File: src/rtl/mux_sel_arbiter_pkg.sv
// Shared widths, FSM encoding and helpers for the round-robin mux-select arbiter.
package arb_pkg;

  localparam int N_CH  = 8;
  localparam int SEL_W = $clog2(N_CH);

  typedef enum logic {
    IDLE  = 1'b0,
    GRANT = 1'b1
  } arb_state_e;

  function automatic logic [N_CH-1:0] to_onehot(input logic [SEL_W-1:0] idx);
    return N_CH'(1) << idx;
  endfunction

endpackage

File: src/rtl/mux_sel_arbiter_if.sv
// Request/grant bundle between the requesting sources and the arbiter.
interface mux_sel_arbiter_if;
  import arb_pkg::*;

  logic [N_CH-1:0]  req;
  logic             release_i;
  logic [SEL_W-1:0] sel;
  logic             grant_valid;
  logic [N_CH-1:0]  grant_onehot;

  // master = requesting side, slave = arbiter
  modport master (output req, output release_i,
                  input  sel, input  grant_valid, input grant_onehot);
  modport slave  (input  req, input  release_i,
                  output sel, output grant_valid, output grant_onehot);
endinterface

File: src/rtl/mux_sel_arbiter_rr_pick.sv
// Combinational round-robin pick: first set bit of req at or after ptr, wrapping.
module rr_pick
  import arb_pkg::*;
(
  input  logic [N_CH-1:0]  req_i,
  input  logic [SEL_W-1:0] ptr_i,
  output logic             found_o,
  output logic [SEL_W-1:0] idx_o
);

  logic [2*N_CH-1:0] req_dbl;
  logic [N_CH-1:0]   req_rot;
  logic [SEL_W-1:0]  rot_idx;

  // Rotating the doubled vector puts channel ptr at bit 0.
  assign req_dbl = {req_i, req_i} >> ptr_i;
  assign req_rot = req_dbl[N_CH-1:0];

  always_comb begin
    // NOTE: every output of a combinational block gets a default first, or a latch is inferred.
    rot_idx = '0;
    found_o = 1'b0;
    for (int i = N_CH - 1; i >= 0; i--) begin
      if (req_rot[i]) begin
        rot_idx = SEL_W'(i);
        found_o = 1'b1;
      end
    end
  end

  assign idx_o = rot_idx + ptr_i;

endmodule

File: src/rtl/mux_sel_arbiter.sv
// Round-robin arbiter producing a registered, grant-stable select for the 8:1 data mux.
module mux_sel_arbiter
  import arb_pkg::*;
#(
  parameter int MAX_HOLD = 4
) (
  input  logic               clk,
  input  logic               rst_n,
  mux_sel_arbiter_if.slave   bus
);

  localparam int HOLD_W = (MAX_HOLD < 1) ? 1 : $clog2(MAX_HOLD + 1);
  localparam logic [HOLD_W-1:0] HOLD_LAST = HOLD_W'((MAX_HOLD == 0) ? 0 : MAX_HOLD - 1);

  arb_state_e        state_q;
  logic [SEL_W-1:0]  sel_q;
  logic [SEL_W-1:0]  ptr_q;
  logic [HOLD_W-1:0] hold_cnt_q;
  logic              grant_valid_q;
  logic [N_CH-1:0]   grant_onehot_q;

  logic [SEL_W-1:0]  pick_ptr_d;
  logic [SEL_W-1:0]  ptr_d;
  logic [HOLD_W-1:0] hold_inc_d;
  logic              pick_found;
  logic [SEL_W-1:0]  pick_idx;
  logic              hold_hit;
  logic              grant_end;

  assign hold_hit  = (MAX_HOLD != 0) && (hold_cnt_q == HOLD_LAST);
  assign grant_end = bus.release_i || !bus.req[sel_q] || hold_hit;
  assign ptr_d     = sel_q + SEL_W'(1);

  // While granted the search already starts after the owner, so a still-requesting
  // owner ranks last and a dropped one is absent from req anyway.
  assign pick_ptr_d = (state_q == GRANT) ? ptr_d : ptr_q;
  assign hold_inc_d = (&hold_cnt_q) ? hold_cnt_q : hold_cnt_q + HOLD_W'(1);

  rr_pick u_pick (
    .req_i   (bus.req),
    .ptr_i   (pick_ptr_d),
    .found_o (pick_found),
    .idx_o   (pick_idx)
  );

  // NOTE: sequential state uses non-blocking assignments so every register samples pre-edge values.
  always_ff @(posedge clk) begin
    if (!rst_n) begin
      state_q        <= IDLE;
      sel_q          <= '0;
      ptr_q          <= '0;
      hold_cnt_q     <= '0;
      grant_valid_q  <= 1'b0;
      grant_onehot_q <= '0;
    end else begin
      case (state_q)
        IDLE: begin
          if (pick_found) begin
            state_q        <= GRANT;
            sel_q          <= pick_idx;
            hold_cnt_q     <= '0;
            grant_valid_q  <= 1'b1;
            grant_onehot_q <= to_onehot(pick_idx);
          end
        end
        GRANT: begin
          if (grant_end) begin
            ptr_q      <= ptr_d;
            hold_cnt_q <= '0;
            if (pick_found) begin
              sel_q          <= pick_idx;
              grant_onehot_q <= to_onehot(pick_idx);
            end else begin
              state_q        <= IDLE;
              grant_valid_q  <= 1'b0;
              grant_onehot_q <= '0;
            end
          end else begin
            hold_cnt_q <= hold_inc_d;
          end
        end
        default: state_q <= IDLE;
      endcase
    end
  end

  assign bus.sel          = sel_q;
  assign bus.grant_valid  = grant_valid_q;
  assign bus.grant_onehot = grant_onehot_q;

endmodule

File: src/flat_wrapper.sv
// flat-port wrapper written by rule: the top's interface ports become plain ports
module mux_sel_arbiter_flat import arb_pkg::*;
#(
  parameter int MAX_HOLD = 4
)
  (clk, rst_n, bus_req, bus_release_i, bus_sel, bus_grant_valid, bus_grant_onehot);
  mux_sel_arbiter_if bus_i ();
  input  logic clk;
  input  logic rst_n;
  input wire logic [$bits(bus_i.req)-1:0] bus_req;
  input wire logic [$bits(bus_i.release_i)-1:0] bus_release_i;
  output wire logic [$bits(bus_i.sel)-1:0] bus_sel;
  output wire logic [$bits(bus_i.grant_valid)-1:0] bus_grant_valid;
  output wire logic [$bits(bus_i.grant_onehot)-1:0] bus_grant_onehot;
  assign bus_i.req = bus_req;
  assign bus_i.release_i = bus_release_i;
  assign bus_sel = bus_i.sel;
  assign bus_grant_valid = bus_i.grant_valid;
  assign bus_grant_onehot = bus_i.grant_onehot;
  mux_sel_arbiter #(.MAX_HOLD(MAX_HOLD)) u_core (.clk(clk), .rst_n(rst_n), .bus(bus_i));
endmodule
File: config.mk
export PLATFORM = sky130hd
export DESIGN_NAME = mux_sel_arbiter_flat
export DESIGN_NICKNAME = d
export VERILOG_FILES = /design/src/rtl/mux_sel_arbiter_pkg.sv /design/src/rtl/mux_sel_arbiter_if.sv /design/src/rtl/mux_sel_arbiter_rr_pick.sv /design/src/rtl/mux_sel_arbiter.sv /design/src/flat_wrapper.sv
export SDC_FILE = /design/constraint.sdc
export NUM_CORES = 1
export LEC_CHECK = 0
export CAP_MARGIN = 40
export CORE_MARGIN = 2
export CORE_UTILIZATION = 52
export DETAILED_ROUTE_END_ITERATION = 8
export GPL_TIMING_DRIVEN = 0
export PLACE_DENSITY = 0.91
export SLEW_MARGIN = 5
export SYNTH_ARGS = -nofsm -noshare
export SYNTH_HDL_FRONTEND = slang
export SYNTH_SLANG_ARGS = --single-unit
File: constraint.sdc
create_clock -name clk -period 4.05 [get_ports clk]
set_input_delay 0.405 -clock clk [delete_from_list [all_inputs] [get_ports clk]]
set_output_delay 0.405 -clock clk [all_outputs]
set_load 0.02 [all_outputs]
== After elaboration in Yosys (flattened, before gate mapping) ==
Cells that the tools add are included.
Storage, ports and cells
  register bits: 19
  bits of input ports: 11
  output and inout bits: 12
  word-level logic and storage cells: 63
Cells by class
  add/subtract/negate cells: 3
  order comparisons: 1
  equal/unequal tests: 5
  shift operators: 2
  multiplexer cells: 37
  bitwise logic cells: 1
  reduce and logical (&&, ||, !) cells: 8
Operators with widths (number)
  $mux W3: 14
  $mux W8: 3
  $pmux W8 S2: 1
  $shr A16 B3 Y8: 1
  $mux W1: 14
  $pmux W3 S2: 2
  $shl A1 B3 Y8 const A: 1
  $add A3 B1 Y3 const B: 2
  $reduce_and A2 Y1: 3
  $reduce_and A3 Y1: 2
  $lt A3 B4 Y1 const B: 1
  $ne A2 B2 Y1 const B: 2
  $pmux W1 S2: 2
  $add A3 B3 Y3: 1
  $bmux W1 S3: 1
  $eq A3 B2 Y1 const B: 1
  $ne A3 B3 Y1 const B: 1
  $logic_or A1 B1 Y1: 2
  $ne A2 B1 Y1 const B: 1
  $logic_not A1 Y1: 1
  $not A1 Y1: 1

== Depth between registers and ports, before layout ==
Gate-level depths: netlist of the first run.
  depth after elaboration: 16
  gate-level depth with buffers: 18
  mapped depth without buffers: 16

== By module ==
A second synthesis of the first run with hierarchy kept.
Second synthesis, totals
  cell total of the unflattened synthesis: 172
  area, all modules: 1602.8 um^2
Modules (own cells, without submodules)
  mux_sel_arbiter: times used 1, cells an instance 101, area each 950.9 um^2, seq. area each 380.4 um^2
  rr_pick: times used 1, cells an instance 71, area each 651.9 um^2, seq. area each 0.0 um^2

== Worst setup path after synthesis of the first run ==
Ideal clock, no wire load.
  path type: reg-to-reg
  start point: reg u_core.sel_q[0], in the netlist u_core.bus.sel[0]
  end point: reg u_core.grant_onehot_q[0], in the netlist u_core.bus.grant_onehot[0]
  library setup time: 117 ps
  arrival time: 3651 ps
  data required time: 3933 ps
  slack: 281 ps
  stages on the path, launching flop included: 13
  path buffers: 0
  period minus slack after synthesis: 3769 ps
  cell sequence: dfxtp_1 ha_1 mux2i_2 mux2_2 o21ai_0 nand2_1 a21boi_0 ha_1 inv_1 fa_1 xnor2_1 xnor2_4 a32o_1
On the way
  cells in the longest elaborated chain, start to end: 16
  elaborated cells on any way between the ends: 33
  classes of those cells: add/sub: 2; eq/ne: 2; shift: 2; mux: 23; reduce/logical: 4
RTL lines
  start: declaration: RTL line mux_sel_arbiter.sv:16  | logic [SEL_W-1:0] sel_q;
  start signal: assignment: RTL line mux_sel_arbiter.sv:60  | sel_q <= pick_idx;
  start signal: assignment: RTL line mux_sel_arbiter.sv:71  | sel_q <= pick_idx;
  $add A3 B1 Y3 *: RTL line mux_sel_arbiter.sv:32  | assign ptr_d = sel_q + SEL_W'(1);
  net u_core.ptr_d[1]: RTL line mux_sel_arbiter.sv:23  | logic [SEL_W-1:0] ptr_d;
  $mux W3 *: RTL line mux_sel_arbiter.sv:36  | assign pick_ptr_d = (state_q == GRANT) ? ptr_d : ptr_q;
  $shr A16 B3 Y8: RTL line mux_sel_arbiter_rr_pick.sv:16  | assign req_dbl = {req_i, req_i} >> ptr_i;
  $mux W3 (8 in a row): RTL line mux_sel_arbiter_rr_pick.sv:24  | if (req_rot[i]) begin
  $add A3 B3 Y3: RTL line mux_sel_arbiter_rr_pick.sv:31  | assign idx_o = rot_idx + ptr_i;
  $shl A1 B3 Y8: RTL line mux_sel_arbiter_pkg.sv:13  | return N_CH'(1) << idx;
  $mux W8: RTL line mux_sel_arbiter.sv:70  | if (pick_found) begin
  $mux W8: RTL line mux_sel_arbiter.sv:67  | if (grant_end) begin
  $pmux W8 S2: RTL line mux_sel_arbiter.sv:56  | case (state_q)
  end signal: assignment: RTL line mux_sel_arbiter.sv:63  | grant_onehot_q <= to_onehot(pick_idx);
  end signal: assignment: RTL line mux_sel_arbiter.sv:72  | grant_onehot_q <= to_onehot(pick_idx);
  end: declaration: RTL line mux_sel_arbiter.sv:20  | logic [N_CH-1:0] grant_onehot_q;
The timed path passes the listed nets; every way through them passes the cells marked *. The select of a mux whose other input is x is not followed.
A chain may end at the register's enable or synchronous reset.

== Worst setup path after layout of the first run ==
  start point: reg u_core.sel_q[0], in the netlist u_core.bus.sel[0]
  end point: reg u_core.grant_onehot_q[1], in the netlist u_core.bus.grant_onehot[1]
On the way
  cells in the longest elaborated chain, start to end: 16
  elaborated cells on any way between the ends: 33
  classes of those cells: add/sub: 2; eq/ne: 2; shift: 2; mux: 23; reduce/logical: 4
RTL lines (RTL line)
  $add A3 B1 Y3: mux_sel_arbiter.sv:32
  $mux W3: mux_sel_arbiter.sv:36
  $shr A16 B3 Y8: mux_sel_arbiter_rr_pick.sv:16
  $mux W3 (8 in a row): mux_sel_arbiter_rr_pick.sv:24
  $add A3 B3 Y3: mux_sel_arbiter_rr_pick.sv:31
  $shl A1 B3 Y8: mux_sel_arbiter_pkg.sv:13
  $mux W8: mux_sel_arbiter.sv:70
  $mux W8: mux_sel_arbiter.sv:67
  $pmux W8 S2: mux_sel_arbiter.sv:56
Parallel ways exist; a longest one is shown, timed or not. The select of a mux whose other input is x is not followed.

==> results of run 1 <==
-- state kept, by name (all words and copies together) (netlist names) --
| name | cells |
|---|---|
| u_core.bus.grant_onehot | 8 |
| u_core.bus.grant_valid | 1 |
| u_core.bus.sel | 3 |
| u_core.hold_cnt_q | 3 |
| u_core.ptr_q | 3 |
| u_core.state_q | 1 |
-- cell type report --
cell class	count	area share [%]
clock buffers	4	1.61
repair buffers	22	13.5
multi-input cells	96	55.8
inverters	6	1.38
well taps	30	2.30
flip-flops and latches	19	23.3
plain buffers	4	2.15
-- final timing paths --
kind	depth (start not counted)	endpoint	slack [ps]	startpoint
min reg2reg	1	u_core.bus.grant_onehot[7]$_SDFFE_PN0P_	470	u_core.bus.grant_onehot[7]$_SDFFE_PN0P_
min	1	u_core.bus.grant_onehot[7]$_SDFFE_PN0P_	470	u_core.bus.grant_onehot[7]$_SDFFE_PN0P_
max	15	u_core.bus.grant_onehot[1]$_SDFFE_PN0P_	270	u_core.bus.sel[0]$_SDFFE_PN0P_
max reg2reg	15	u_core.bus.grant_onehot[1]$_SDFFE_PN0P_	270	u_core.bus.sel[0]$_SDFFE_PN0P_
-- per-layer routing --
metal | share of wire [%] | GRT usage, %
met5 | 0 | 0
met2 | 53 | 37.8
met3 | 2.4 | 4.10
met1 | 44 | 23.6
met4 | 0.72 | 3.75
-- power by group through the flow --
stage	logic (mW)	clock network, mW	registers [mW]
2_1_floorplan	0.512	0	0.298
3_3_place_gp	0.679	0	0.265
3_5_place_dp	0.706	0	0.267
4_1_cts	0.707	0.0965	0.262
5_1_grt	0.795	0.105	0.269
6_report	0.732	0.0963	0.263
-- synth_stat cells, drive strengths merged, types with 2 or more instances --
cell     count  area share (%)
nor3         2            0.76
nand2b       2            0.94
o2bb2ai      3             2.0
a31o         2             1.3
mux4         2             3.4
nand2        6             1.7
nor2         6             1.7
ha           5             4.7
inv          5             1.4
a32o         4             3.0
nand4        2            0.94
mux2         3             2.5
a21boi       2             1.4
a22o         2             1.3
o21ai        3             1.4
dfxtp       19              29
buf          4             2.6
xnor2        2             2.7
a21oi        6             2.3
mux2i       29              23
-- logic make-up (layout without fill, tap and decap cells) --
kind of cell | after synthesis | after routing
compound gates | 26 | 26
xor+xnor | 3 | 3
fa+ha+maj | 6 | 6
buf+inv | 10 | 36
flops | 19 | 19
mux | 34 | 34
simple gates | 27 | 27
-- through the flow --
stage	cell area [µm²]	setup slack (ps)	hold WS (ps)
after floorplan	1330	281	450
after global placement	1580	173	451
after detailed placement	1580	53.6	452
after CTS	1610	36.4	475
after global routing	1630	3.31	493
final	1630	274	472
-- worst max-delay path, cell delays in order, from the launching register on --
cell      delay [ps]
dfxtp_1          400
ha_1             230
xor2_1           170
mux2i_4          410
mux2i_1          270
mux2_2           230
a21oi_1           70
o21ai_0          140
nand2_1           70
a21boi_0         220
ha_1             180
inv_1             50
fa_1             410
xnor2_2          390
xnor2_4          170
a32o_1           270
==> results by group, run 1 <==
Run status
  – Status: finished, final reports clean

STA
  – Ratio of final minimum period to clock period: between 90% and 100%
  – Final Setup Violations: 0
  – Setup total negative slack: 0 ps
  – Slew Limit Fails: 0
  – Tightest Pin Transition: 518 ps
  – Unrepaired setup endpoints after global routing: false
  – Slew margin rel.: between 60% and 70%
  – Final Hold Viols: 0
  – Fmax: 265 MHz
  – Setup Skew: 4.37 ps
  – Fin crit period: roughly 3800 ps

Setup path
  – CP required: 4250 ps
  – CP endpoint kind: flip-flop
  – Critical path fanouts, max: 9
  – Worst Setup Start Kind: flip-flop
  – Critical Path AT: 3970 ps
  – Setup CP Type: reg2reg

Yosys
  – Complex-gate fraction of the synthesized area: 15.5%
  – Syn Area/Cell: 10.6 µm²
  – Mapped Nets: 142
  – Post-Synth Simple-Gate Area: between 10% and 20%
  – Synth Warn #: 0
  – Sequential-to-total area share from yosys stat: 28.7%
  – Gate Count Post-Synth: 125
  – Synth Area in Adders: under 10%
  – #FFs+latches synth: 19
  – Mux share of post-synthesis cell area: between 20 and 30%
  – Post-Synth XOR/XNOR Area: 3.40%
  – Yosys cell types: between 40 and 50
  – Synthesized area: 1330 µm²
  – Main synth FF type: dfxtp_1
  – Async set or reset register ratio after synthesis: 0%
  – Number of synthesized flops with an enable pin: 0
  – Largest family of logic cells by synthesized area: multiplexers

Power
  – Leak: 0.723 nW
  – Peak supply drop: 0.474 mV
  – Sequential fraction of design power: 24.1%
  – Switching share of power: 43.4%
  – Power, Total: 1.09 mW
  – Comb pwr share: 67.1%
  – Clk pwr share: about 8.8%
  – P per Cell Area: 669 nW/µm²
  – Internal power: 0.617 mW
  – P_sw: 0.474 mW

Global routing
  – First-pass GRT wire length: 4330 µm
  – Global route total overflow: 0
  – Vias in the first global route: between 900 and 1000
  – Total track usage: 20.2%
  – Largest net degree at the start of global routing: 11
  – Antenna violations before repair: 0

CTS
  – H-tree depth: 1
  – CTS sink cnt: 19
  – CTS Root Cell: clkbuf_4
  – CTS tree: yes
  – Setup Buffers After CTS: 0
  – Worst-path clk slew: 100 ps
  – CTS Buffer Depth: 2
  – CTS Hold Bufs: 0
  – Num CTS Buffers: 3
  – Worst skew pair latency: 300 ps
  – Post-cts sizing count: 0

Floorplan
  – Die Y: 54.5 µm
  – Core box area: 2450 µm²
  – Initial core utilization: 54.0%
  – Rows: 18
  – IO Pins: 23
  – DIE AREA: 2970 µm²
  – Die X: 54.5 µm

Route
  – Vias per std cell: 5.75
  – Final WL: ~2600 µm
  – Drc violations: 0
  – Detail Route Antenna Nets: 0
  – Wire per inst: around 14 µm
  – Drt first pass iters: 6
  – Vias: 1040
  – DR iter-0 viols: 13

Finish
  – Fin nets: 169
  – Commonest non-fill, non-tap cell in the layout: mux2i_1
  – Filler Cell Count: 187
  – Diodes inserted: 0
  – Final non-filler cell total: 181
  – Most frequent cells in the layout: mux2i_1 (27), clkdlybuf4s50_1 (22), dfxtp_1 (19)
  – Area of the multi-input gates: slightly above 900 µm²
  – Layout cells sized above 1: 17.2%
  – Syn-to-layout area delta: 23.1%
  – Final Core Density: 66.5%
  – Reg area: 380 µm²

Placement
  – Final GP Congestion: 0.797
  – Placed Cells: roughly 180
  – DP HPWL: roughly 2100 µm
  – PortBufs: 22

Flow run
  – Maxcap violations: 0

Worst hold path
  – Hold Path Class: reg2reg
Note: power is estimated with default switching activity, not from simulation.
==> run 2: changes to the inputs <==
--- a/config.mk
+++ b/config.mk
@@ -6,11 +6,12 @@
 export NUM_CORES = 1
 export LEC_CHECK = 0
 export CAP_MARGIN = 40
+export CORE_ASPECT_RATIO = 1.75
 export CORE_MARGIN = 2
 export CORE_UTILIZATION = 52
 export DETAILED_ROUTE_END_ITERATION = 8
 export GPL_TIMING_DRIVEN = 0
-export PLACE_DENSITY = 0.91
+export PLACE_DENSITY = 0.78
 export SLEW_MARGIN = 5
 export SYNTH_ARGS = -nofsm -noshare
 export SYNTH_HDL_FRONTEND = slang
==> results by group, run 2 (synthesis results as in run 1) <==
Run status
  – Status: finished, final reports clean

Floorplan
  – Core box area: 2460 µm²
  – Rows: 24
  – IO Pins: 23
  – DIE AREA: roughly 3000 µm²
  – Die X: 42.2 µm
  – Die Y: between 70 and 80 µm
  – Initial core utilization: 53.8%

Setup path
  – Worst Setup Start Kind: flip-flop
  – CP required: 4200 ps
  – CP Cell Sequence: ha_1 > xor2_2 > mux2i_4 > mux2i_1 > mux2i_1 > a21oi_1 > o21ai_0 > nand2_1 > a21boi_0 > ha_1 > inv_1 > fa_1 > xnor2_2 > xnor2_4 > a32o_1
  – Critical path fanouts, max: 7
  – CP endpoint kind: flip-flop
  – CP max stage delay: 470 ps
  – Critical Path AT: slightly below 4000 ps
  – Setup CP Type: reg2reg
  – Delay-heaviest family, CP: XOR/XNOR gates
  – CP max stage cell: dfxtp_1
  – Worst path bufs/invs: 1

Placement
  – Placed Area: ~1600 µm²
  – DP HPWL: 2270 µm
  – PortBufs: 22
  – Final GP Congestion: 0.790
  – Place WS: -10.7 ps

Finish
  – Cell area after layout: about 1700 µm²
  – Commonest non-fill, non-tap cell in the layout: mux2i_1
  – Most frequent cells in the layout: mux2i_1 (27), clkdlybuf4s50_1 (22), dfxtp_1 (18)
  – Diodes inserted: 0
  – Syn-to-layout area delta: 27.0%
  – Final Core Density: slightly below 70%
  – Reg area: around 380 µm²
  – Area of the multi-input gates: 931 µm²
  – Fin nets: about 170
  – Layout cells sized above 1: around 20%
  – Filler Cell Count: 202
  – Largest register FFs: 8

Route
  – Wire per inst: between 15 and 20 µm
  – Drc violations: 0
  – Vias: 1113
  – Final WL: between 3000 and 4000 µm
  – DR iter-0 viols: 28
  – Drt first pass iters: 4
  – Vias per std cell: 6.18
  – Detail Route Antenna Nets: 0

CTS
  – H-tree depth: 1
  – Worst-path clk slew: 70 ps
  – CTS Root Cell: clkbuf_8
  – Num CTS Buffers: 3
  – Worst skew pair latency: approximately 250 ps
  – CTS Hold Bufs: 0
  – CTS tree: yes
  – CTS Buffer Depth: 2
  – CTS sink cnt: 19

Power
  – P per Cell Area: 691 nW/µm²
  – Peak supply drop: 0.523 mV
  – Power, Total: 1.16 mW
  – Leak: roughly 0.74 nW

STA
  – Ratio of final minimum period to clock period: between 90 and 100%
  – Fmax: approximately 270 MHz
  – Min Hold Slack: around 470 ps
  – Final Hold Viols: 0
  – Slew margin rel.: 69.1%
  – Tightest Pin Transition: between 400 and 500 ps
  – Final Setup Violations: 0
  – Slew Limit Fails: 0
  – Setup Skew: around 1.9 ps
  – Fin crit period: between 3000 and 4000 ps
  – Setup WS post-layout: 293 ps
  – Unrepaired setup endpoints after global routing: false

Global routing
  – First-pass GRT wire length: 4910 µm
  – Global route total overflow: 0
  – Vias in the first global route: about 1100
  – Total track usage: between 20% and 30%
  – Antenna violations before repair: 0
  – Largest net degree at the start of global routing: 11

Worst hold path
  – Hold Path Class: reg2reg

Flow run
  – Maxcap violations: 0
run 2: changes by cell type in the layout (fill, tap and decap cells not counted), sizes merged:
cell	previous run	this run
buf	4	6
mux2i	29	30
run 2: metal layers:
layer | global-route usage [%] | wire length [µm] | vias to the layer above
met2 | 38.8 | 1650 | 32
met5 | 0 | 0 | -
li1 | - | - | 535
met4 | 12.8 | 117 | 0
met1 | 22.0 | 1130 | 536
met3 | 3.06 | 131 | 10
run 2: final cells by class:
class,instances,share of cell area [%]
multi-input cells,97,55.3
flip-flops and latches,19,22.7
repair buffers,24,14.0
clock buffers,4,2.68
plain buffers,4,2.08
well taps,26,1.93
inverters,6,1.34
run 2: power by group:
group          switching [mW]  leakage (nW)  internal, mW
sequential             0.0401         0.156         0.229
combinational           0.402         0.564         0.363
clock                  0.0585        0.0228        0.0699
run 2: worst reg2reg max path, cell delays in order, from the launching register on:
cell and delay (ps):
dfxtp_1 470, ha_1 240, xor2_2 300, mux2i_4 180
mux2i_1 180, mux2i_1 270, a21oi_1 110, o21ai_0 150
nand2_1 70, a21boi_0 230, ha_1 180, inv_1 40
fa_1 400, xnor2_2 380, xnor2_4 170, a32o_1 270
run 2: worst paths after layout:
kind,cells after the start,slack [ps],endpoint,start
max,15,290,u_core.bus.grant_onehot[1]$_SDFFE_PN0P_,u_core.bus.sel[0]$_SDFFE_PN0P_
min reg2reg,1,470,u_core.bus.grant_onehot[4]$_SDFFE_PN0P_,u_core.bus.grant_onehot[4]$_SDFFE_PN0P_
max reg2reg,15,290,u_core.bus.grant_onehot[1]$_SDFFE_PN0P_,u_core.bus.sel[0]$_SDFFE_PN0P_
min,1,470,u_core.bus.grant_onehot[4]$_SDFFE_PN0P_,u_core.bus.grant_onehot[4]$_SDFFE_PN0P_
run 2: repair_timing:
item / 4_1_cts / 5_1_grt
gates resized for setup: 1 / 5
setup endpoints to repair: 5 / 9
cloned: 0 / 1
setup buffers: 0 / 2
run 2: through the flow:
step	instances	TNS, ps
after floorplan	125	0
after global placement	173	0
after detailed placement	173	-20.5
after CTS	177	0
after global routing	180	0
final	180	0
==> run 3: changes to the inputs <==
--- a/config.mk
+++ b/config.mk
@@ -10,7 +10,8 @@
 export CORE_MARGIN = 2
 export CORE_UTILIZATION = 52
 export DETAILED_ROUTE_END_ITERATION = 8
-export GPL_TIMING_DRIVEN = 0
+export GPL_TIMING_DRIVEN = 1
+export HOLD_SLACK_MARGIN = 0.06
 export PLACE_DENSITY = 0.78
 export SLEW_MARGIN = 5
 export SYNTH_ARGS = -nofsm -noshare
==> results by group, run 3 (synthesis results as in run 1) <==
Flow run
  – Maxcap violations: 0

STA
  – Final Hold Viols: 0
  – Setup WS post-layout: ~370 ps
  – Slew margin rel.: 63.2%
  – Slew Limit Fails: 0
  – Ratio of final minimum period to clock period: 90.8%
  – Setup Skew: 2.31 ps
  – Tightest Pin Transition: 553 ps
  – Unrepaired setup endpoints after global routing: false
  – Fmax: 272 MHz
  – Fin crit period: 3680 ps
  – Setup total negative slack: 0 ps
  – Final Setup Violations: 0

Power
  – Leak: 0.728 nW
  – Clk pwr share: 11.3%
  – Internal power: 0.656 mW
  – P_sw: 0.491 mW
  – Peak supply drop: 0.522 mV
  – Comb pwr share: about two thirds
  – Sequential fraction of design power: 23.5%
  – Switching share of power: a little over two fifths
  – P per Cell Area: 701 nW/µm²

Run status
  – Status: finished, final reports clean

CTS
  – Num CTS Buffers: 3
  – CTS Root Cell: clkbuf_8
  – Worst skew pair latency: 250 ps
  – CTS Buffer Depth: 2
  – CTS Hold Bufs: 0
  – CTS tree: yes
  – H-tree depth: 1
  – CTS sink cnt: 19
  – Worst-path clk slew: roughly 70 ps

Setup path
  – Worst Setup Start Kind: flip-flop
  – Setup CP Type: reg2reg
  – Reg2reg path depth: 16
  – CP max stage cell: fa_1
  – CP max stage delay: 580 ps
  – Delay-heaviest family, CP: adder cells
  – End of the worst register-to-register path: u_core.bus.grant_onehot[4]$_SDFFE_PN0P_
  – CP required: 4240 ps
  – CP Cell Sequence: ha_1 > xor2_1 > mux2i_4 > mux2i_1 > mux2_2 > a21oi_1 > o21ai_0 > nand2_1 > a21boi_0 > ha_1 > inv_1 > fa_1 > inv_1 > nor3_1 > nand2_1 > o2bb2ai_1
  – Critical path fanouts, max: 9
  – Worst path bufs/invs: 2
  – R2r setup slk: 370 ps
  – Critical Path AT: approximately 3900 ps
  – CP endpoint kind: flip-flop
  – Reg2Reg Launch Point: u_core.bus.sel[1]$_SDFFE_PN0P_

Worst hold path
  – Hold endpoint: u_core.bus.grant_onehot[4]$_SDFFE_PN0P_
  – Hold_sp: u_core.bus.grant_onehot[4]$_SDFFE_PN0P_
  – Hold Path Class: reg2reg
  – Hold Crit Depth: 1

Finish
  – Fin nets: 170
  – Largest register FFs: 8
  – Syn-to-layout area delta: 23.4%
  – Layout cells sized above 1: 19.1%
  – Commonest non-fill, non-tap cell in the layout: mux2i_1
  – Diodes inserted: 0
  – Most frequent cells in the layout: mux2i_1 (27), clkdlybuf4s50_1 (22), dfxtp_1 (17)

Route
  – Vias: 1094
  – Detail Route Antenna Nets: 0
  – DR iter-0 viols: 22
  – Drt first pass iters: 4
  – Wire per inst: 16.9 µm
  – Drc violations: 0
  – Final WL: roughly 3000 µm
  – Vias per std cell: 6.15

Global routing
  – Global route total overflow: 0
  – Largest net degree at the start of global routing: 12
  – Antenna violations before repair: 0
  – Total track usage: 21.0%
  – First-pass GRT wire length: 4970 µm
  – Vias in the first global route: 1090

Placement
  – Place WS: 115 ps
  – DP HPWL: 2400 µm
  – PortBufs: 22
  – Final GP Congestion: 0.787

Floorplan
  – Die Y: slightly above 70 µm
  – Rows: 24
  – Core box area: 2460 µm²
  – IO Pins: 23
  – Die X: 42.2 µm
  – Initial core utilization: 53.8%
  – DIE AREA: 2980 µm²
## run 3: changes by cell type in the layout (fill, tap and decap cells not counted), sizes merged
cell	change
buf	-1
clkbuf	-1
clkinv	+1
mux2i	-1
## run 3: power by group through the flow
stage	clock [mW]	sequential [mW]	combinational, mW
floorplan	0	0.298	0.512
global placement	0	0.271	0.707
detailed placement	0	0.272	0.724
CTS	0.134	0.268	0.728
global route	0.141	0.276	0.808
finish	0.129	0.270	0.748
## run 3: repair_timing
action	CTS	global route
setup buffers	0	2
gates resized for setup	0	4
setup endpoints to repair	0	6
## run 3: metrics by stage
step	instance area [µm²]	hold slack, ps	util, %	instances	power (mW)
finish	1640	473	66.4	178	1.15
global route	1640	483	66.4	178	1.23
CTS	1610	475	65.4	176	1.13
detailed placement	1570	456	63.6	172	0.996
global placement	1570	448	63.6	172	0.977
floorplan	1330	450	-	125	0.810
## run 3: worst max path at each step
stage                                   start                                      end  slack [ps]  depth (start not counted)
2_1_floorplan  u_core.bus.sel[0]$_SDFFE_PN0P_  u_core.bus.grant_onehot[0]$_SDFFE_PN0P_         280                         12
3_3_place_gp   u_core.bus.sel[0]$_SDFFE_PN0P_  u_core.bus.grant_onehot[2]$_SDFFE_PN0P_         250                         14
3_5_place_dp   u_core.bus.sel[0]$_SDFFE_PN0P_  u_core.bus.grant_onehot[2]$_SDFFE_PN0P_         120                         14
4_1_cts        u_core.bus.sel[0]$_SDFFE_PN0P_  u_core.bus.grant_onehot[6]$_SDFFE_PN0P_          80                         14
5_1_grt        u_core.bus.sel[1]$_SDFFE_PN0P_  u_core.bus.grant_onehot[4]$_SDFFE_PN0P_          10                         16
6_report       u_core.bus.sel[1]$_SDFFE_PN0P_  u_core.bus.grant_onehot[4]$_SDFFE_PN0P_         370                         16
## run 3: layer usage
layer	track usage (%)	vias up	routed length (µm)
li1	-	526	-
met1	21.7	530	1110
met2	41.2	32	1700
met3	2.81	6	130
met4	7.29	0	56
met5	0	-	0
## run 3: final cells by class
class,instances,area (µm²)
sequential,19,383
clock inverter,1,5.00
clock buffer,3,41.3
tap,26,32.5
inverter,6,22.5
timing repair buffer,27,258
fill,201,827
multi-input combinational,96,893
